## src/rtl/gerador_de_prioridade_pkg.sv

```systemverilog
// rtl/gerador_de_prioridade_pkg.sv - priority code values and press sequence mapping
//   prio_t     : 2-bit priority code driven onto P
//   next_prio  : code that follows a given one on each accepted button press

package gerador_de_prioridade_pkg;

    typedef enum logic [1:0] {
        PRIO_OFF = 2'b00,
        PRIO_A   = 2'b10,
        PRIO_B   = 2'b01,
        PRIO_AB  = 2'b11
    } prio_t;

    // Press order: off -> A only -> B only -> A or B -> off
    function automatic prio_t next_prio(input prio_t p);
        prio_t n;
        case (p)
            PRIO_OFF: n = PRIO_A;
            PRIO_A:   n = PRIO_B;
            PRIO_B:   n = PRIO_AB;
            default:  n = PRIO_OFF;
        endcase
        return n;
    endfunction

endpackage

```

## src/rtl/gerador_de_prioridade_filtro_botao.sv

```systemverilog
// rtl/gerador_de_prioridade_filtro_botao.sv - button synchronizer, debouncer and press detector
//   clk   : system clock, rising edge
//   reset : asynchronous, active-high
//   BTN   : raw push-button, asynchronous to clk, 1 = pressed
//   press : high for one cycle after the debounced level rises

module filtro_botao #(
    parameter int DEBOUNCE_CYCLES = 4,
    parameter int CNT_W           = 8
) (
    input  logic clk,
    input  logic reset,
    input  logic BTN,
    output logic press
);

    // The counter clears on the same edge the level toggles, so the toggle
    // fires when it holds DEBOUNCE_CYCLES-1 and a further mismatch arrives.
    localparam logic [CNT_W-1:0] CNT_LAST = CNT_W'(DEBOUNCE_CYCLES - 1);

    logic             sync_1;
    logic             btn_s;
    logic             level;
    logic             level_prev;
    logic [CNT_W-1:0] cnt;

    always_ff @(posedge clk or posedge reset) begin
        if (reset) begin
            sync_1 <= 1'b0;
            btn_s  <= 1'b0;
        end else begin
            sync_1 <= BTN;
            btn_s  <= sync_1;
        end
    end

    always_ff @(posedge clk or posedge reset) begin
        if (reset) begin
            level <= 1'b0;
            cnt   <= '0;
        end else if (btn_s == level) begin
            cnt <= '0;
        end else if (cnt == CNT_LAST) begin
            level <= ~level;
            cnt   <= '0;
        end else begin
            cnt <= cnt + 1'b1;
        end
    end

    always_ff @(posedge clk or posedge reset) begin
        if (reset) begin
            level_prev <= 1'b0;
        end else begin
            level_prev <= level;
        end
    end

    // Rising edge only; a debounced release produces nothing.
    assign press = level & ~level_prev;

endmodule

```

## src/rtl/gerador_de_prioridade.sv

```systemverilog
// rtl/gerador_de_prioridade.sv - registered priority code P from a debounced button or direct load
//   clk     : system clock, rising edge
//   reset   : asynchronous, active-high
//   BTN     : raw push-button, 1 = pressed
//   LOCK    : 1 = freeze P, presses and loads are dropped
//   SET_EN  : 1 = load SET_VAL into P this cycle
//   SET_VAL : direct-load value
//   P       : priority code shared by all functionality selectors
//   CHANGED : one-cycle pulse in the cycle P takes a new value

module gerador_de_prioridade
    import gerador_de_prioridade_pkg::*;
#(
    parameter int DEBOUNCE_CYCLES = 4,
    parameter int CNT_W           = 8
) (
    input  logic       clk,
    input  logic       reset,
    input  logic       BTN,
    input  logic       LOCK,
    input  logic       SET_EN,
    input  logic [1:0] SET_VAL,
    output logic [1:0] P,
    output logic       CHANGED
);

    logic  press;
    prio_t state_q;
    prio_t state_d;
    logic  changed_q;

    filtro_botao #(
        .DEBOUNCE_CYCLES(DEBOUNCE_CYCLES),
        .CNT_W          (CNT_W)
    ) u_filtro (
        .clk  (clk),
        .reset(reset),
        .BTN  (BTN),
        .press(press)
    );

    always_ff @(posedge clk or posedge reset) begin
        if (reset) begin
            state_q   <= PRIO_OFF;
            changed_q <= 1'b0;
        end else begin
            state_q   <= state_d;
            changed_q <= (state_d != state_q);
        end
    end

    // Lock beats load beats press; anything not taken is dropped, not queued.
    always_comb begin
        state_d = state_q;
        if (!LOCK) begin
            if (SET_EN) begin
                state_d = prio_t'(SET_VAL);
            end else if (press) begin
                state_d = next_prio(state_q);
            end
        end
    end

    assign P       = state_q;
    assign CHANGED = changed_q;

endmodule

```

## config.mk

```make
export PLATFORM = sky130hd
export DESIGN_NAME = gerador_de_prioridade
export DESIGN_NICKNAME = d
export VERILOG_FILES = /design/src/rtl/gerador_de_prioridade_pkg.sv /design/src/rtl/gerador_de_prioridade_filtro_botao.sv /design/src/rtl/gerador_de_prioridade.sv
export SDC_FILE = /design/constraint.sdc
export NUM_CORES = 1
export LEC_CHECK = 0
export BUFFER_PORTS_ARGS = -buffer_cell sky130_fd_sc_hd__buf_4
export CAP_MARGIN = 20
export CORE_MARGIN = 4
export CORE_UTILIZATION = 35
export CTS_BUF_LIST = sky130_fd_sc_hd__clkbuf_2
export DETAILED_ROUTE_END_ITERATION = 7
export SLEW_MARGIN = 20
export SYNTH_ARGS = -nofsm -noshare
export SYNTH_HDL_FRONTEND = slang
export SYNTH_HIERARCHICAL = 1
export SYNTH_SLANG_ARGS = --single-unit
```

## constraint.sdc

```tcl
create_clock -name clk -period 3.9 [get_ports clk]
set_input_delay 0.195 -clock clk [delete_from_list [all_inputs] [get_ports clk]]
set_output_delay 0.195 -clock clk [all_outputs]
set_load 0.005 [all_outputs]
```

After elaboration in Yosys (flattened, before gate mapping)
Cells that the tools add are included.
{ "word_totals": {"regBits": 15, "input_bits": 7, "output_inout_bits": 3, "word_cells": 25} }
{ "classes": {"addsub": 1, "eq_ne": 5, "muxes": 6, "n_bitwise": 4, "n_reduce_logical": 2} }
{ "ops": {"columns": ["cell", "count"], "rows": [
  ["two-way mux 8 bit", 2],
  ["adder 8 x 1 -> 8 bit (second input constant)", 1],
  ["== test 8 x 2 -> 1 bit (second input constant)", 1],
  ["two-way mux 2 bit", 3],
  ["one-hot mux 2 bit (3 select lines)", 1],
  ["NOT 1 bit", 3],
  ["== test 2 x 1 -> 1 bit (second input constant)", 1],
  ["== test 2 bit (second input constant)", 1],
  ["logical NOT 2 bit", 1],
  ["!= test 2 bit", 1],
  ["AND reduction 2 bit", 1],
  ["bitwise AND 1 bit", 1],
  ["== test 1 bit", 1]
]} }

Depth between registers and ports, before layout
{ "depth": {"ltp_word": 6, "ltp_mapped": 5, "mapped_depth_nobuf": 5} }

Hierarchy
The synthesis kept the hierarchy.
{ "by_module_without_submodules": {"columns": ["mod", "instances", "cells_each", "area_each_um2", "seq_area_each_um2"], "rows": [
  ["filtro_botao", 1, 47, 528.0, 300.3],
  ["gerador_de_prioridade", 1, 31, 302.8, 75.1]
]} }

Worst setup path before layout
OpenSTA, ideal clock, no wires.
{ "synth_timing": {"path_type": "register to register", "from": "register state_q[1], in the netlist P[1]", "to": "register state_q[0], in the netlist P[0]", "setup_time_ns": 0.121, "arrival_time_ns": 1.251, "required_time_ns": 3.779, "path_slack_ns": 2.527, "path_stages_with_launch": 6, "path_buffers": 0, "synth_period_minus_slack_ns": 1.373, "path_cell_list": "dfrtp_1 > inv_1 > ha_1 > nor3b_2 > nor2_1 > o22a_1"} }
{ "synth_via": {"elab_chain_cells": 5, "word_cells_on_any_way": 7, "classes_between": "2 x eq/ne; 4 x mux; 1 x reduce/logical"} }
{ "synth_lines": {"columns": ["element", "line", "text"], "rows": [
  ["from (decl)", "gerador_de_prioridade.sv:28", "prio_t state_q;"],
  ["from (signal assigned)", "gerador_de_prioridade.sv:47", "state_q <= state_d;"],
  ["== test 2 x 1 -> 1 bit, or another cell as far along", "gerador_de_prioridade_pkg.sv:17", "case (p)"],
  ["one-hot mux 2 bit (3 select lines) (*)", "gerador_de_prioridade_pkg.sv:17", null],
  ["two-way mux 2 bit (*)", "gerador_de_prioridade.sv:58", "end else if (press) begin"],
  ["two-way mux 2 bit (*)", "gerador_de_prioridade.sv:56", "if (SET_EN) begin"],
  ["two-way mux 2 bit (*)", "gerador_de_prioridade.sv:55", "if (!LOCK) begin"],
  ["net state_d[0]", "gerador_de_prioridade.sv:29", "prio_t state_d;"]
]} }
Mark *: on every way through the listed nets, which the timed path passes. The rest lies on a longest branch.
A chain may end at the register's enable or synchronous reset.

Worst setup path after layout
{ "layout_timing": {"from": "register state_q[0], in the netlist P[0]", "to": "register state_q[0], in the netlist P[0]"} }
{ "layout_via": {"elab_chain_cells": 5, "word_cells_on_any_way": 7, "classes_between": "2 x eq/ne; 4 x mux; 1 x reduce/logical"} }
{ "layout_lines": {"columns": ["element", "line"], "rows": [
  ["== test 2 x 1 -> 1 bit, or another cell as far along", "gerador_de_prioridade_pkg.sv:17"],
  ["one-hot mux 2 bit (3 select lines)", "gerador_de_prioridade_pkg.sv:17"],
  ["two-way mux 2 bit", "gerador_de_prioridade.sv:58"],
  ["two-way mux 2 bit", "gerador_de_prioridade.sv:56"],
  ["two-way mux 2 bit (*)", "gerador_de_prioridade.sv:55"],
  ["net state_d[0]", "gerador_de_prioridade.sv:29"]
]} }
Marked as above.

==> flow_metrics.env <==
export IMPL_min_path_cells=2
export IMPL_p_int_mw=0.2940
export IMPL_io_buffers=9
export IMPL_yosysWarnings=6
export IMPL_hold_buffers=2
export IMPL_min_period_ns=1.504
export IMPL_drtIter0Drc=14
export IMPL_place_congestion=0.7132
export IMPL_ctsRootBufferMaster="clkbuf_2"
export IMPL_grt_ovfl_total=0
export IMPL_synth_main_ff_cell="dfrtp_1"
export IMPL_routed_wl_mm=1.425
export IMPL_async_flop_share=1.000
export IMPL_drive_gt1_frac=0.2283
export IMPL_ant_nets=0
export IMPL_status="finished, final reports clean"
export IMPL_r2r_end="P[0]"
export IMPL_rr_startpoint="P[0]"
export IMPL_critPathCaptureType="register"
export IMPL_cts_setup_buffers=0
export IMPL_start_util=0.3720
export IMPL_n_antenna_cell=0
export IMPL_die_area_um2=3217
export IMPL_synth_cells=78
export IMPL_clkPwrFrac=0.155
export IMPL_track_usage=0.09743
export IMPL_startpoint_type="register"
export IMPL_synth_edf_count=0
export IMPL_syn_nets=90
export IMPL_clk_latency_ns=0.29
export IMPL_numCtsBuffers=3
export IMPL_ir_drop_mv=0.2924
export IMPL_syn_avg_cell_area_um2=10.65
export IMPL_cts_sinks=15
export IMPL_reg2reg_slack_ns=2.40
export IMPL_synth_cell_type_count=32
export IMPL_avgRoutedWirePerCell_um=11.88
export IMPL_viasPerCell=4.925
export IMPL_dp_hpwl_mm=1.081
export IMPL_ys_seq_elements=15
export IMPL_post_route_period_util=0.3857
export IMPL_whs_ns=0.1381
export IMPL_fillers=223
export IMPL_crit_path_max_fanout=7
export IMPL_min_delay_start="LOCK"
export IMPL_sequentialPowerShare=0.490
export IMPL_rsz0062_at_grt="no"
export IMPL_antenna_found_initial=0
export IMPL_fmax_mhz=664.8
export IMPL_p_total_mw=0.4649
export IMPL_rr_worst_depth=5
export IMPL_seq_area_frac_synth=0.4518
export IMPL_pre_cts_ws_ns=2.419
export IMPL_fin_util=0.4308
export IMPL_pwr_share_comb=0.355
export IMPL_worst_slack_ns=2.396
export IMPL_ctsResizeCount=0
export IMPL_area_growth_pct=15.81
export IMPL_routed_via_count=591
export IMPL_ctsHtreeMaxLevel=1
export IMPL_final_hold_viol_count=0
export IMPL_fin_skew_ns=0.005914
export IMPL_power_density_nw_per_um2=483.2
export IMPL_max_cap_violations=0
export IMPL_cp_arrival_ns=1.70
export IMPL_first_pass_iters=2
export IMPL_crit_type="reg2reg"
export IMPL_grt_max_degree=13
export IMPL_drcViolationCount=0
export IMPL_switchingPower_mw=0.1709
export IMPL_cts_tree="yes"
export IMPL_clk_pin_slew_worst_paths_ns=0.14
export IMPL_fp_dieW_um=56.72
export IMPL_core_area_um2=2233
export IMPL_critPathRequiredTime_ns=4.09
export IMPL_switching_share=0.3676
export IMPL_ios=10
export IMPL_grt_pass1_vias=550
export IMPL_grt_pass1_wl_mm=2.394
export IMPL_finalMaxSlewViolations=0
export IMPL_fin_nets=105
export IMPL_rows=17
export IMPL_leakage_nw=0.4531
export IMPL_worst_hold_path_endpoint="P[1]"
export IMPL_synth_area_um2=830.8
export IMPL_fp_dieH_um=56.72
export IMPL_setup_tns_ns=0
export IMPL_setup_viol=0
export IMPL_timing_slew_headroom=0.6696
export IMPL_clk_path_buf_depth=2
export IMPL_hp_class="in2reg"
export IMPL_worstMarginPinSlew_ns=0.4947
[layout make-up]
cell class / instances / area [µm²] / share of cell area
multi-input combinational: 56 / 421.7 / 0.4382
sequential: 15 / 375.4 / 0.3901
timing repair buffer: 11 / 87.58 / 0.09103
tap: 28 / 35.03 / 0.03641
inverter: 6 / 22.52 / 0.02341
clock buffer: 3 / 15.01 / 0.01560
clock inverter: 1 / 5.005 / 0.005202
[layout by cell type, fill, tap and decap left out, types with 4 or more instances in the layout]
cell type	n
nor2_1	8
o21ai_0	4
dfrtp_1	15
nand3_1	4
buf_4	9
ha_1	5
inv_1	6
[layer usage]
layer	part of all wire	vias to the layer above	track usage
met4	0.020	0	0.05085
met2	0.41	12	0.1403
met3	0.048	3	0.03908
met5	0	-	0
met1	0.52	277	0.1236
li1	-	299	-
[synthesized netlist by cell type, types with 2 or more instances]
| cell type | instances | share of area |
|---|---|---|
| nor2b_1 | 3 | 0.023 |
| dfrtp_1 | 15 | 0.45 |
| nor2_1 | 8 | 0.036 |
| xor2_1 | 3 | 0.032 |
| xnor2_1 | 2 | 0.021 |
| nand3_1 | 4 | 0.024 |
| inv_1 | 6 | 0.027 |
| or3_1 | 3 | 0.023 |
| nand2_1 | 3 | 0.014 |
| o21ai_0 | 4 | 0.024 |
| a21oi_1 | 2 | 0.012 |
| ha_1 | 5 | 0.075 |
[flip-flops by register name (all words and copies together), names as in the netlist]
register,count
u_filtro/sync_1,1
u_filtro/btn_s,1
P,2
u_filtro/level_prev,1
u_filtro/level,1
u_filtro/cnt,8
CHANGED,1
[logic make-up (layout without fill, tap and decap cells)]
family	count (synthesis)	in the layout	share of synthesized area
AOI/OAI and AO/OA	13	13	0.1054
xor gates and xnor gates	5	5	0.05272
adders and majority gates	5	5	0.07530
buffers and inverters	7	21	0.04066
DFF	15	15	0.4518
muxes	2	2	0.02560
and+or+nand+nor	31	31	0.2485
[through the flow]
stage / cells / instance area, µm²
global placement: 114 / 922.1
global route: 120 / 962.2
CTS: 120 / 962.2
detailed placement: 114 / 922.1
floorplan: 78 / 830.8
finish: 120 / 962.2
[power groups by stage]
| stage | Clock [mW] | Combinational (mW) | Sequential [mW] |
|---|---|---|---|
| 6_report | 0.0720 | 0.165 | 0.228 |
| 4_1_cts | 0.0783 | 0.169 | 0.228 |
| 3_3_place_gp | 0 | 0.164 | 0.229 |
| 5_1_grt | 0.0856 | 0.184 | 0.234 |
| 2_1_floorplan | 0 | 0.122 | 0.223 |
| 3_5_place_dp | 0 | 0.166 | 0.230 |
[worst max-delay path: stages (launching register included)]
cell     delay (ns)
dfrtp_1        0.51
inv_1          0.08
ha_1           0.35
nor3b_2        0.22
nor2_1         0.06
o22a_1         0.19
[how the worst max path moves through the flow]
stage                               from  endpoint  slack (ns)  cells after the start
final                               P[0]      P[0]        2.40                      5
after detailed placement            P[0]      P[0]        2.42                      5
after global placement              P[0]      P[0]        2.43                      5
after CTS                           P[0]      P[0]        2.40                      5
after global routing      u_filtro/level   CHANGED        2.29                      4
after floorplan                     P[1]      P[0]        2.53                      5
No activity file was read; power rests on OpenSTA's default activity.
